### config.mk
export PLATFORM = sky130hd
export DESIGN_NAME = mem_request_arbiter
export DESIGN_NICKNAME = d
export VERILOG_FILES = /design/src/rtl/mem_request_arbiter.sv
export SDC_FILE = /design/constraint.sdc
export NUM_CORES = 1
export LEC_CHECK = 0
export BUFFER_PORTS_ARGS = -buffer_cell sky130_fd_sc_hd__buf_2
export CORE_ASPECT_RATIO = 0.5
export CORE_MARGIN = 2
export CORE_UTILIZATION = 45
export CTS_BUF_LIST = sky130_fd_sc_hd__clkbuf_16
export DETAILED_ROUTE_END_ITERATION = 10
export PLACE_DENSITY = 0.78
export SLEW_MARGIN = 20
export SYNTH_ARGS = -nofsm -noshare
export SYNTH_HDL_FRONTEND = slang
export SYNTH_SLANG_ARGS = --single-unit
### constraint.sdc
create_clock -name clk -period 3.2 [get_ports clk]
set_clock_uncertainty 0.05 [all_clocks]
set_input_delay 0 -clock clk [delete_from_list [all_inputs] [get_ports clk]]
set_output_delay 0 -clock clk [all_outputs]
set_load 0.02 [all_outputs]
### src/rtl/mem_request_arbiter.sv
// Two-client round-robin arbiter in front of a split read/write memory controller port pair.
// Define ARB_STATS_EN to add saturating per-client grant counters.
module mem_request_arbiter #(
    parameter int unsigned DEPTH = 4
) (
    input  logic        clk,
    input  logic        reset,
    input  logic        c0_req,
    input  logic        c0_we,
    input  logic [15:0] c0_address,
    input  logic [15:0] c0_wdata,
    output logic        c0_gnt,
    output logic        c0_ret_ack,
    output logic [15:0] c0_ret_address,
    output logic [15:0] c0_ret_data,
    input  logic        c1_req,
    input  logic        c1_we,
    input  logic [15:0] c1_address,
    input  logic [15:0] c1_wdata,
    output logic        c1_gnt,
    output logic        c1_ret_ack,
    output logic [15:0] c1_ret_address,
    output logic [15:0] c1_ret_data,
    output logic        mc_wr_en,
    output logic        mc_rd_en,
    output logic [15:0] mc_wr_address,
    output logic [15:0] mc_rd_address,
    output logic [15:0] mc_wr_data,
    input  logic        mc_wr_ret_ack,
    input  logic        mc_rd_ret_ack,
    input  logic [15:0] mc_wr_ret_address,
    input  logic [15:0] mc_rd_ret_address,
    input  logic [15:0] mc_rd_ret_data,
    input  logic        drain_req,
    output logic        drain_done,
    output logic        err
`ifdef ARB_STATS_EN
    ,
    output logic [15:0] c0_grant_count,
    output logic [15:0] c1_grant_count
`endif
);

    localparam int unsigned PW = (DEPTH > 1) ? $clog2(DEPTH) : 1;
    localparam int unsigned CW = $clog2(DEPTH + 1);

    typedef enum logic [1:0] {S_RUN, S_DRAIN, S_DRAINED} state_t;
    state_t state, state_nxt;

    logic [DEPTH-1:0] rd_tag, wr_tag;
    logic [PW-1:0]    rd_wp, rd_rp, wr_wp, wr_rp;
    logic [CW-1:0]    rd_cnt, wr_cnt;
    logic             skid_vld, skid_client;
    logic [15:0]      skid_addr;
    logic             rr_ptr;

    logic        rd_head, wr_head;
    logic        rd_pop, wr_pop, wr_to_skid, skid_fire;
    logic        rd_room, wr_room, issue_ok, elig0, elig1, any_gnt;
    logic        g_id, g_we;
    logic [15:0] g_addr, g_data;
    logic        rd_push, wr_push, err_set;

    assign rd_head = rd_tag[rd_rp];
    assign wr_head = wr_tag[wr_rp];
    assign rd_room = rd_cnt < CW'(DEPTH);
    assign wr_room = wr_cnt < CW'(DEPTH);

    // A write whose client also gets a read this cycle parks in the skid slot;
    // the slot then drains on the first cycle that client is not receiving a read.
    always_comb begin
        rd_pop     = mc_rd_ret_ack && (rd_cnt != '0);
        wr_pop     = mc_wr_ret_ack && !skid_vld && (wr_cnt != '0);
        wr_to_skid = wr_pop && rd_pop && (rd_head == wr_head);
        skid_fire  = skid_vld && !(rd_pop && (rd_head == skid_client));
        err_set    = (mc_rd_ret_ack && (rd_cnt == '0)) ||
                     (mc_wr_ret_ack && (skid_vld || (wr_cnt == '0)));
    end

    always_comb begin
        issue_ok = (state == S_RUN) && !reset && !rd_pop && !wr_pop;
        elig0    = issue_ok && c0_req && (c0_we ? wr_room : rd_room);
        elig1    = issue_ok && c1_req && (c1_we ? wr_room : rd_room);
        c0_gnt   = elig0 && (!elig1 || !rr_ptr);
        c1_gnt   = elig1 && (!elig0 || rr_ptr);
        any_gnt  = c0_gnt || c1_gnt;
        g_id     = c1_gnt;
        g_we     = c1_gnt ? c1_we      : c0_we;
        g_addr   = c1_gnt ? c1_address : c0_address;
        g_data   = c1_gnt ? c1_wdata   : c0_wdata;
        rd_push  = any_gnt && !g_we;
        wr_push  = any_gnt && g_we;
    end

    logic [1:0]  ret_ack;
    logic [15:0] ret_addr [2];
    logic [15:0] ret_data [2];

    always_comb begin
        ret_ack     = '0;
        ret_addr[0] = '0;
        ret_addr[1] = '0;
        ret_data[0] = '0;
        ret_data[1] = '0;
        if (rd_pop) begin
            ret_ack[rd_head]  = 1'b1;
            ret_addr[rd_head] = mc_rd_ret_address;
            ret_data[rd_head] = mc_rd_ret_data;
        end
        if (wr_pop && !wr_to_skid) begin
            ret_ack[wr_head]  = 1'b1;
            ret_addr[wr_head] = mc_wr_ret_address;
        end
        if (skid_fire) begin
            ret_ack[skid_client]  = 1'b1;
            ret_addr[skid_client] = skid_addr;
        end
    end

    assign c0_ret_ack     = ret_ack[0];
    assign c1_ret_ack     = ret_ack[1];
    assign c0_ret_address = ret_addr[0];
    assign c1_ret_address = ret_addr[1];
    assign c0_ret_data    = ret_data[0];
    assign c1_ret_data    = ret_data[1];

    always_comb begin
        state_nxt = state;
        case (state)
            S_RUN:     if (drain_req) state_nxt = S_DRAIN;
            S_DRAIN:   if ((rd_cnt == '0) && (wr_cnt == '0) && !skid_vld && !mc_rd_en && !mc_wr_en)
                           state_nxt = S_DRAINED;
            S_DRAINED: if (!drain_req) state_nxt = S_RUN;
            default:   state_nxt = S_RUN;
        endcase
    end

    assign drain_done = (state == S_DRAINED);

    always_ff @(posedge clk or posedge reset) begin
        if (reset) begin
            state         <= S_RUN;
            rr_ptr        <= 1'b0;
            mc_rd_en      <= 1'b0;
            mc_wr_en      <= 1'b0;
            mc_rd_address <= '0;
            mc_wr_address <= '0;
            mc_wr_data    <= '0;
            rd_tag        <= '0;
            wr_tag        <= '0;
            rd_wp         <= '0;
            rd_rp         <= '0;
            wr_wp         <= '0;
            wr_rp         <= '0;
            rd_cnt        <= '0;
            wr_cnt        <= '0;
            skid_vld      <= 1'b0;
            skid_client   <= 1'b0;
            skid_addr     <= '0;
            err           <= 1'b0;
        end else begin
            state    <= state_nxt;
            mc_rd_en <= rd_push;
            mc_wr_en <= wr_push;
            if (rd_push) mc_rd_address <= g_addr;
            if (wr_push) begin
                mc_wr_address <= g_addr;
                mc_wr_data    <= g_data;
            end
            if (any_gnt) rr_ptr <= ~g_id;

            if (rd_push) begin
                rd_tag[rd_wp] <= g_id;
                rd_wp         <= rd_wp + 1'b1;
            end
            if (rd_pop) rd_rp <= rd_rp + 1'b1;
            case ({rd_push, rd_pop})
                2'b10:   rd_cnt <= rd_cnt + 1'b1;
                2'b01:   rd_cnt <= rd_cnt - 1'b1;
                default: ;
            endcase

            if (wr_push) begin
                wr_tag[wr_wp] <= g_id;
                wr_wp         <= wr_wp + 1'b1;
            end
            if (wr_pop) wr_rp <= wr_rp + 1'b1;
            case ({wr_push, wr_pop})
                2'b10:   wr_cnt <= wr_cnt + 1'b1;
                2'b01:   wr_cnt <= wr_cnt - 1'b1;
                default: ;
            endcase

            if (wr_to_skid) begin
                skid_vld    <= 1'b1;
                skid_client <= wr_head;
                skid_addr   <= mc_wr_ret_address;
            end else if (skid_fire) begin
                skid_vld <= 1'b0;
            end

            if (err_set) err <= 1'b1;
        end
    end

`ifdef ARB_STATS_EN
    always_ff @(posedge clk or posedge reset) begin
        if (reset) begin
            c0_grant_count <= '0;
            c1_grant_count <= '0;
        end else begin
            if (c0_gnt && (c0_grant_count != 16'hFFFF)) c0_grant_count <= c0_grant_count + 16'd1;
            if (c1_gnt && (c1_grant_count != 16'hFFFF)) c1_grant_count <= c1_grant_count + 16'd1;
        end
    end
`endif

endmodule
==> results of run 1 <==
## repair_timing
item | in CTS | in global routing
hold endpoints to repair | 92 | 0
resized for setup | 0 | 6
buffers inserted | 0 | 0
endpoints found under the setup margin | 0 | 44
hold buffers | 101 | 0
## worst max-delay path by stage
stage / end / from / slack (ns)
finish: mc_wr_data[13]$_DFFE_PP0P_ / rd_cnt[2]$_DFFE_PP0P_ / 0.21
floorplan: rd_cnt[2]$_DFFE_PP0P_ / rd_cnt[2]$_DFFE_PP0P_ / 0.43
global route: c0_ret_address[3] / rd_rp[0]$_DFFE_PP0P_ / 0.09
global placement: wr_cnt[2]$_DFFE_PP0P_ / rd_cnt[2]$_DFFE_PP0P_ / 0.51
CTS: c0_ret_address[4] / rd_cnt[0]$_DFFE_PP0P_ / 0.03
detailed placement: c0_ret_address[4] / rd_cnt[0]$_DFFE_PP0P_ / 0.42
## placed cells by master, fill, tap and decap left out, types with 5 or more instances in the layout
master,synthesis,layout
buf_4,1,12
clkbuf_16,0,9
and3_1,17,17
and2_1,33,32
xnor2_1,10,10
a221o_1,16,16
a21boi_0,8,8
o221a_1,29,29
dfrtp_1,94,94
dlygate4sd3_1,0,101
nor3_1,5,5
a21oi_2,9,9
a21oi_1,9,9
ha_1,10,10
mux2_2,19,19
o22ai_1,16,16
inv_1,31,30
a22oi_1,16,16
a31o_2,8,8
nand2_1,42,42
buf_2,9,240
nand2b_1,33,33
## state kept, by name, summed over array words and instances (netlist names)
| register | count |
|---|---|
| wr_wp | 2 |
| rd_wp | 2 |
| wr_rp | 2 |
| skid_addr | 16 |
| rd_tag | 4 |
| wr_cnt | 3 |
| mc_wr_data | 16 |
| skid_vld | 1 |
| err | 1 |
| mc_wr_en | 1 |
| rd_cnt | 3 |
| mc_wr_address | 16 |
| skid_client | 1 |
| rd_rp | 2 |
| wr_tag | 4 |
| mc_rd_address | 16 |
| rr_ptr | 1 |
| mc_rd_en | 1 |
| state | 2 |
## worst reg2reg max path: cells and delay by family (launching register included)
family | cells | cell delay (ns)
AOI/OAI and AO/OA | 2 | 0.50
buffers and inverters | 3 | 0.96
DFF | 1 | 0.45
muxes | 1 | 0.33
and+or+nand+nor | 2 | 0.60
## metrics by stage
| step | power, mW | cell area [um2] | utilization (%) | std cells | setup WS [ns] |
|---|---|---|---|---|---|
| after floorplan | 3.656 | 5255 | - | 491 | 0.4281 |
| after global placement | 4.403 | 6573 | 58.78 | 873 | 0.5131 |
| after detailed placement | 4.485 | 6573 | 58.78 | 873 | 0.4213 |
| after CTS | 5.861 | 7874 | 70.42 | 990 | 0.02982 |
| after global routing | 6.268 | 7909 | 70.73 | 990 | 0.08752 |
| final | 5.922 | 7911 | 70.75 | 991 | 0.2075 |
## layer usage
layer	routed length, um	GRT usage, %	vias up
li1	-	-	2462
met1	6733	31.07	2574
met2	8239	46.75	267
met3	1192	6.098	36
met4	361	9.633	0
met5	0	0	-
## final cells by class
| cell class | instances | area (um2) |
|---|---|---|
| Inverter | 34 | 132.6 |
| Clock buffer | 9 | 225.2 |
| Antenna cell | 1 | 2.502 |
| Multi-Input combinational cell | 334 | 2633 |
| Clock inverter | 7 | 65.06 |
| Sequential cell | 94 | 2352 |
| Timing Repair Buffer | 353 | 2302 |
| Tap cell | 159 | 198.9 |
| Fill cell | 784 | 3271 |
## logic make-up after synthesis
| logic type | Yosys count | share of synthesized area, % |
|---|---|---|
| AOI/OAI and AO/OA | 130 | 21.60 |
| muxes | 24 | 5.500 |
| adders and majority gates | 12 | 3.143 |
| and+or+nand+nor | 154 | 16.81 |
| buffers and inverters | 63 | 5.857 |
| xor gates and xnor gates | 14 | 2.333 |
| DFF | 94 | 44.76 |
## report_power, final
| group | switching, mW | internal [mW] | total [mW] |
|---|---|---|---|
| Clock | 0.486 | 0.546 | 1.03 |
| Sequential | 0.384 | 1.70 | 2.08 |
| Combinational | 1.48 | 1.33 | 2.81 |
| Total | 2.35 | 3.57 | 5.92 |
==> run summary, run 1 <==
Commonest cells post-synth = 94 x dfrtp_1, 42 x nand2_1, 33 x and2_1, 33 x nand2b_1, 31 x inv_1
Most used DFF post-synth = dfrtp_1
Synth top area share = 44.76%
# rows = 27
Clock transition at path regs = 0.07 ns
Slowest CP cell = dlygate4sd3_1
Hold Path Stages = 3
IO Pins = 241
Peak VDD IR = 0.4529 mV
Max Fanout on Critical Path = 23
Drt via density = 5.387
Largest area contributor in the netlist = dfrtp_1
Vias in the first global route = 5348
WHS Endpoint = wr_wp[0]$_DFFE_PP0P_
Clk_lat worst skew = 0.34 ns
Arrival time at the worst endpoint = 3.17 ns
Residual DRC = 0
CTS H-tree lvls = 3
CTS Sinks = 94
Drt wl/cell = 16.68 um
Starting Density = 47.00%
Nets = 959
Number of synthesized flops with an enable pin = 0
Largest net degree at the start of global routing = 42
Die X-Extent = 156.8 um
Crit path required time = 3.38 ns
Die area = 0.01261 mm2
Tot GR Track Use = 26.16%
Mapped Area = 0.005255 mm2
Slew Viols, Final = 0
Area Overhead vs Synth = 50.55%
Core area = 0.01118 mm2
Run status = finished clean
Antenna violations before repair = 0
Setup Viol. Count Final = 0
Fmax = 0.3342 GHz
RR Startpoint = rd_cnt[2]$_DFFE_PP0P_
Post-DP HPWL = 10460 um
Most instantiated library cell after synthesis = dfrtp_1
Hold Worst Slack = 0.09746 ns
Delay-heaviest family, CP = buffers and inverters
Asr flop ratio synth = 100.0%
Final hold violation count = 0
Gr ovfl total = 0
1st-iter DRT viols = 327
Max stage delay on crit path = 0.57 ns
Pwr dens = 748.5 mW/mm2
Synth top area cells = dfrtp_1 45%, o221a_1 6.2%, mux2_2 4.1%, and2_1 3.9%, nand2b_1 3.9%
Hold crit path type = in -> reg
Root Buffer = clkbuf_16
R2R Path End = mc_wr_data[13]$_DFFE_PP0P_
Synth cell types = 58
Num CTS Buffers = 9
Clock Path Buffers = 2
CTS tree = done
Post-Synthesis Net Count = 624
Tightest Pin Transition = 0.7541 ns
Setup crit start kind = flop
Mapped Avg Cell Area = 10.70 um2
Setup Crit Path Kind = reg -> reg
Yosys warning total = 0
WL final = 16530 um
Share of layout cells above drive strength 1 = 39.59%
Worst Reg-to-Reg Cells = 8
Post-Route Setup TNS = 0 ns
Crit path capture type = flop
CP bufs+invs = 3
GPL Wtd Cong = 0.8209
Clock period minus worst slack = 2.993 ns
RSZ-0062 raised after global routing = no
Levels on crit path = 8
Min-delay src = c1_we
First-pass DRT Iterations = 5
Yosys reg bits = 94
Lkg Pwr = 4.034 nW
Die Ht = 80.42 um
Max_slew headroom = 49.67%
Syn Inst Count = 491
Seq/Total Area, Yosys = 44.76%
Vias post-DR = 5339
Routed Antenna Nets = 0
R2r setup slk = 0.21 ns
Port Buffers = 240
Final worst path period share = 93.52%
First-pass GRT wire length = 25800 um
Crit-path cells = mux2_2, or3_4, and3_4, a21oi_4, inv_4, buf_4, o221a_1, dlygate4sd3_1
# Max-Cap Violations = 0
Note: power is estimated with default switching activity, not from simulation.
==> run 2: changes to the inputs <==
- ABC_AREA: default -> 1
- RECOVER_POWER: default -> 50
==> run 2 against run 1 <==
The flow now finishes with violations (capacitance limit, slew limit). Non-clock buffer count shrank 22. Total power up 1.9%. Sequential cell count stayed put. Area after synthesis increased by 3.8%. Sequential share of layout area increased by 0.33 points. Count of clock-buffer cells in the layout did not move. Critical endpoint is now mc_rd_address[4]$_DFFE_PP0P_. Largest power group unchanged.
==> run summary, run 2 <==
Met2 wire length = 8971 um
Most used DFF post-synth = dfrtp_1
CTS tree = done
Arrival time at the worst endpoint = 3.19 ns
Run status = complete, but fails checks
Slew Viols, Final = 73
Tot GR Track Use = 27.00%
Routed Antenna Nets = 0
Post-DP HPWL = 11460 um
Antenna violations before repair = 0
Multi-input logic area = 0.002651 mm2
Drt via density = 4.930
Net switching power of the design = 2.815 mW
Routed wl met3 = 1031 um
RSZ-0062 raised after global routing = no
Switching Share = 46.65%
Min-delay src = mc_rd_ret_ack
Total power = 6.033 mW
Commonest non-fill, non-tap cells in the layout = 346 x nand2_1, 187 x buf_2, 94 x dfrtp_1, 84 x dlygate4sd3_1, 64 x inv_1
Non-filler cells, final = 1240
Num CTS Buffers = 9
Root Buffer = clkbuf_16
FILL cells = 1044
Yosys reg bits = 94
Setup Slack @ Placement = 0.7062 ns
GPL Wtd Cong = 0.8383
Final worst path period share = 94.16%
Most instantiated library cell after synthesis = nand2_1
First-pass GRT wire length = 28290 um
CTS Sinks = 94
Peak VDD IR = 0.4470 mV
Port Buffers = 240
Mapped Area = 0.005454 mm2
Antenna diode count = 0
1st-iter DRT viols = 412
Yosys warning total = 0
Register share of total power = 33.2%
Post-Route M1 WL = 7372 um
Clock Path Buffers = 2
First-pass DRT Iterations = 5
Largest area contributor in the netlist = dfrtp_1
WL final = 17660 um
Synth top area cells = dfrtp_1 43%, nand2_1 24%, inv_1 4.5%, nor2_1 3.6%, o211ai_1 3.4%
Mapped Avg Cell Area = 7.195 um2
Post-Synthesis Net Count = 891
Crit. Startpoint = skid_vld$_DFFE_PP0P_
Max_slew headroom = -1.741%
Tightest Pin Transition = 1.526 ns
CTS H-tree lvls = 3
Asr flop ratio synth = 100.0%
FF/Latch Area = 0.002352 mm2
Hold crit path type = in -> reg
Comb pwr share = 48.7%
Starting Density = 46.20%
Hold Worst Slack = 0.02343 ns
RR Startpoint = skid_vld$_DFFE_PP0P_
Most common cell after layout, fill and taps aside = nand2_1
Share of layout cells above drive strength 1 = 23.72%
Seq/Total Area, Yosys = 43.13%
# Max-Cap Violations = 1
Fmax = 0.3319 GHz
Residual DRC = 0
Die Ht = 81.85 um
Synth top area share = 43.13%
Nets = 1203
Gr ovfl total = 0
Commonest cells post-synth = 346 x nand2_1, 94 x dfrtp_1, 65 x inv_1
# rows = 28
Post-Route Setup TNS = 0 ns
Vias post-DR = 6113
Die X-Extent = 159.7 um
Hold Path Stages = 4
Setup Crit Path Kind = reg -> reg
Core area = 0.01181 mm2
Crit path required time = 3.38 ns
Setup crit start kind = flop
Buffers inserted by post-CTS timing repair = 0
Top layer in use = met4
Setup Viol. Count Final = 0
Syn Inst Count = 758
Clk_lat worst skew = 0.34 ns
Pwr dens = 771.0 mW/mm2
Placed cell count = 1140
Clock transition at path regs = 0.07 ns
Worst Reg-to-Reg Cells = 13
Drt wl/cell = 14.24 um
Crit path capture type = flop
Final hold violation count = 0
Power share of the clock group = 18.1%
Max Fanout on Critical Path = 33
Lkg Pwr = 4.371 nW
Synth cell types = 34
Die area = 0.01307 mm2
Number of synthesized flops with an enable pin = 0
Clock period minus worst slack = 3.013 ns
IO Pins = 241
P_int = 3.219 mW
Vias in the first global route = 5967
Failing checks = capacitance limit, slew limit
Largest net degree at the start of global routing = 73
Area Overhead vs Synth = 43.47%
Final setup margin = 0.1867 ns
[run 2: final cells by class]
type	count	area share [%]
Clock inverter	7	0.9274
Sequential cell	94	30.06
Multi-Input combinational cell	557	33.88
Clock buffer	9	2.878
Tap cell	165	2.638
Inverter	77	3.726
Timing Repair Buffer	331	25.89
[run 2: logic make-up (layout without fill, tap and decap cells)]
family	Yosys count	count (layout)	synth area share (%)
AND/OR/NAND/NOR	463	463	35.74
XOR/XNOR	6	6	0.9635
flip-flops	94	94	43.13
AO/OA/AOI/OAI	76	76	8.878
buffers and inverters	107	424	8.259
adder cells (fa/ha/maj)	12	12	3.028
[run 2: worst paths after layout]
path	slack [ns]	endpoint
setup / recovery	0.19	mc_rd_address[4]$_DFFE_PP0P_
setup reg to reg	0.19	mc_rd_address[4]$_DFFE_PP0P_
min in group asynchronous	0.62	mc_wr_en$_DFF_PP0_
hold reg to reg	0.42	rd_cnt[0]$_DFFE_PP0P_
hold / removal	0.02	rd_rp[0]$_DFFE_PP0P_
max in group asynchronous	1.14	mc_rd_address[9]$_DFFE_PP0P_
[run 2: power by group through the flow]
stage	Combinational [mW]	Sequential, mW	Clock (mW)
2_1_floorplan	1.62	2.28	0
3_3_place_gp	2.83	1.98	0
3_5_place_dp	2.90	1.99	0
4_1_cts	3.00	1.99	1.11
5_1_grt	3.25	2.06	1.15
6_report	2.94	2.00	1.09
[run 2: worst max-delay path: stages, from the launching register on]
cell	delay, ns
dfrtp_1	0.44
nor2_1	0.22
nand2_4	0.11
inv_2	0.12
nor2_4	0.06
o211ai_4	0.09
buf_4	0.37
inv_1	0.29
buf_6	0.27
nand2_1	0.08
nand2_1	0.04
dlygate4sd3_1	0.56
nand2_1	0.08
nand2_1	0.07
[run 2: what timing repair did]
action | in CTS | in global routing
endpoints found under the hold margin | 138 | 0
resized for setup | 0 | 1
hold buffers | 84 | 0
setup endpoints to repair | 0 | 31
[run 2: stage by stage]
step / util [%] / instance area, um2
2_1_floorplan: - / 5454
3_3_place_gp: 57.24 / 6758
3_5_place_dp: 57.24 / 6758
4_1_cts: 66.88 / 7896
5_1_grt: 66.28 / 7825
6_report: 66.28 / 7825
[run 2: per-layer routing]
layer  up-vias  global-route usage, %
met5         -                      0
met4         0                  8.364
met3        28                  5.152
met2       231                  50.00
met1      2875                  32.65
li1       2979                      -
==> run 3: changes to the inputs <==
- CORE_UTILIZATION: 45 -> 48
- PLACE_DENSITY: 0.78 -> 0.82
==> run 3 against run 2 <==
The run still ends with capacitance limit, slew limit left. Highest routed layer is now met5. Register-to-register slack improved by 0.03 ns. Cell area shrank 0.27%. Cell count fell by 1.5%. Clock power hardly changed. Critical path depth unchanged. Sequential share of layout area is 0.082 points higher. Critical path type unchanged.
==> run summary, run 3 (same netlist as run 2, synthesis figures left out) <==
Multi-input logic area = 0.002641 mm2
R2r setup slk = 0.22 ns
Area Overhead vs Synth = 43.08%
Gr ovfl total = 0
First-pass GRT wire length = 28350 um
Vias in the first global route = 6042
WHS Endpoint = rd_rp[0]$_DFFE_PP0P_
Clk_lat worst skew = 0.34 ns
CTS Sinks = 94
Crit path required time = 3.38 ns
Final hold violation count = 0
Pwr dens = 770.5 mW/mm2
Antenna diode count = 0
Final worst path period share = 93.23%
Worst Reg-to-Reg Cells = 13
Failing checks = capacitance limit, slew limit
First-pass DRT Iterations = 5
Post-DP HPWL = 11340 um
Die area = 0.01228 mm2
Tot GR Track Use = 28.90%
# Max-Cap Violations = 1
Hold crit path type = in -> reg
WL final = 17370 um
Critical Path Most Common Cell = nand2_1
Total power = 6.013 mW
Starting Density = 49.37%
R2R Path End = mc_wr_address[1]$_DFFE_PP0P_
1st-iter DRT viols = 464
Peak VDD IR = 0.4462 mV
CTS H-tree lvls = 3
FF/Latch Area = 0.002352 mm2
Most common cell after layout, fill and taps aside = nand2_1
Arrival time at the worst endpoint = 3.16 ns
Post-Route Setup TNS = 0 ns
# rows = 27
FILL cells = 928
Die Ht = 79.38 um
Placed inst area = 0.006740 mm2
Residual DRC = 0
Setup Slack @ Placement = 0.6971 ns
Commonest non-fill, non-tap cells in the layout = 347 x nand2_1, 187 x buf_2, 94 x dfrtp_1, 84 x dlygate4sd3_1, 63 x inv_1
Die X-Extent = 154.7 um
Final instance area = 0.007804 mm2
Met2 global-route usage = 52.72%
Setup crit start kind = flop
Hold Path Stages = 4
Num CTS Buffers = 9
Layout Utilization = 70.64%
GPL Wtd Cong = 0.8700
Clock transition at path regs = 0.07 ns
Nets = 1204
IO Pins = 241
Final setup margin = 0.2166 ns
GRT met1 Usage = 34.66%
Root Buffer = clkbuf_16
Crit path capture type = flop
Fmax = 0.3352 GHz
Max stage delay on crit path = 0.57 ns
Antenna violations before repair = 1
Buffers inserted by post-CTS timing repair = 0
Max Fanout on Critical Path = 33
Share of layout cells above drive strength 1 = 23.88%
Vias post-DR = 6212
Routed Antenna Nets = 0
Slowest CP cell = dlygate4sd3_1
Clock period minus worst slack = 2.983 ns
Run status = complete, but fails checks
Setup Viol. Count Final = 0
Lkg Pwr = 4.376 nW
Global routing's busiest layer = met2
Tightest Pin Transition = 1.576 ns
Crit. Startpoint = skid_vld$_DFFE_PP0P_
Largest net degree at the start of global routing = 78
Core area = 0.01105 mm2
Clock Path Buffers = 2
Max_slew headroom = -5.202%
Setup Crit Path Kind = reg -> reg
RR Startpoint = skid_vld$_DFFE_PP0P_
Drt wl/cell = 14.23 um
Slew Viols, Final = 78
Crit-path cells = nor2_1, nand2_4, inv_2, nor2_1, o211ai_4, buf_6, clkinvlp_4, buf_4, nand2_1, nand2_1, dlygate4sd3_1, nand2_1, nand2_1
Min-delay src = mc_rd_ret_ack
CTS tree = done
Met3 usage = 5.266%
Port Buffers = 240
Drt via density = 5.088
RSZ-0062 raised after global routing = no
-- run 3: cell count changes in the layout (fill, tap and decap cells not counted) --
cell and change:
clkinv_2 +3, buf_4 +2, clkinv_1 -2, clkbuf_2 -1, inv_1 -1, nand2_1 +1
nand2_2 -1, nor2_1 +1, nor2_4 -1
-- run 3: how the worst max path moves through the flow --
| stage | depth (start not counted) | slack [ns] | to |
|---|---|---|---|
| floorplan | 17 | 0.61 | rd_cnt[2]$_DFFE_PP0P_ |
| detailed placement | 15 | 0.70 | wr_cnt[2]$_DFFE_PP0P_ |
| CTS | 14 | 0.23 | mc_wr_address[2]$_DFFE_PP0P_ |
| global route | 10 | 0.02 | c1_ret_address[13] |
| global placement | 10 | 0.78 | c0_ret_address[1] |
| finish | 13 | 0.22 | mc_wr_address[1]$_DFFE_PP0P_ |
-- run 3: area by class of cell --
type	count	area share (%)
tap	145	2.325
clock buffer	9	2.886
clock inverter	7	0.9299
multi-input combinational	557	33.85
sequential	94	30.14
timing repair buffer	332	26.09
inverter	77	3.784
-- run 3: report_power, final --
group | switching, mW | internal [mW]
registers | 0.345 | 1.66
clock network | 0.470 | 0.610
logic | 1.97 | 0.959
-- run 3: critical path: cells and delay by family, from the launching register on --
family	cells	cell delay [ns]
buffers and inverters	5	1.57
and+or+nand+nor	7	0.70
DFF	1	0.41
AOI/OAI and AO/OA	1	0.11
-- run 3: what timing repair did --
action | 4_1_cts | 5_1_grt
resized for setup | 0 | 2
endpoints found under the hold margin | 143 | 0
hold buffers | 84 | 0
setup endpoints to repair | 0 | 11
-- run 3: metrics by stage --
stage | std cells | hold slack [ns]
after floorplan | 758 | 0.06944
after global placement | 1121 | 0.1844
after detailed placement | 1121 | 0.2023
after CTS | 1221 | 0.05426
after global routing | 1221 | 0.09008
final | 1221 | 0.06240
-- run 3: routing by layer --
| metal | vias to the layer above | share of wire (%) | wire [um] |
|---|---|---|---|
| met5 | - | 0.075 | 13 |
| met4 | 2 | 2.6 | 453 |
| met3 | 53 | 6.3 | 1091 |
| met2 | 303 | 49 | 8596 |
| met1 | 2878 | 42 | 7218 |
| li1 | 2976 | - | - |
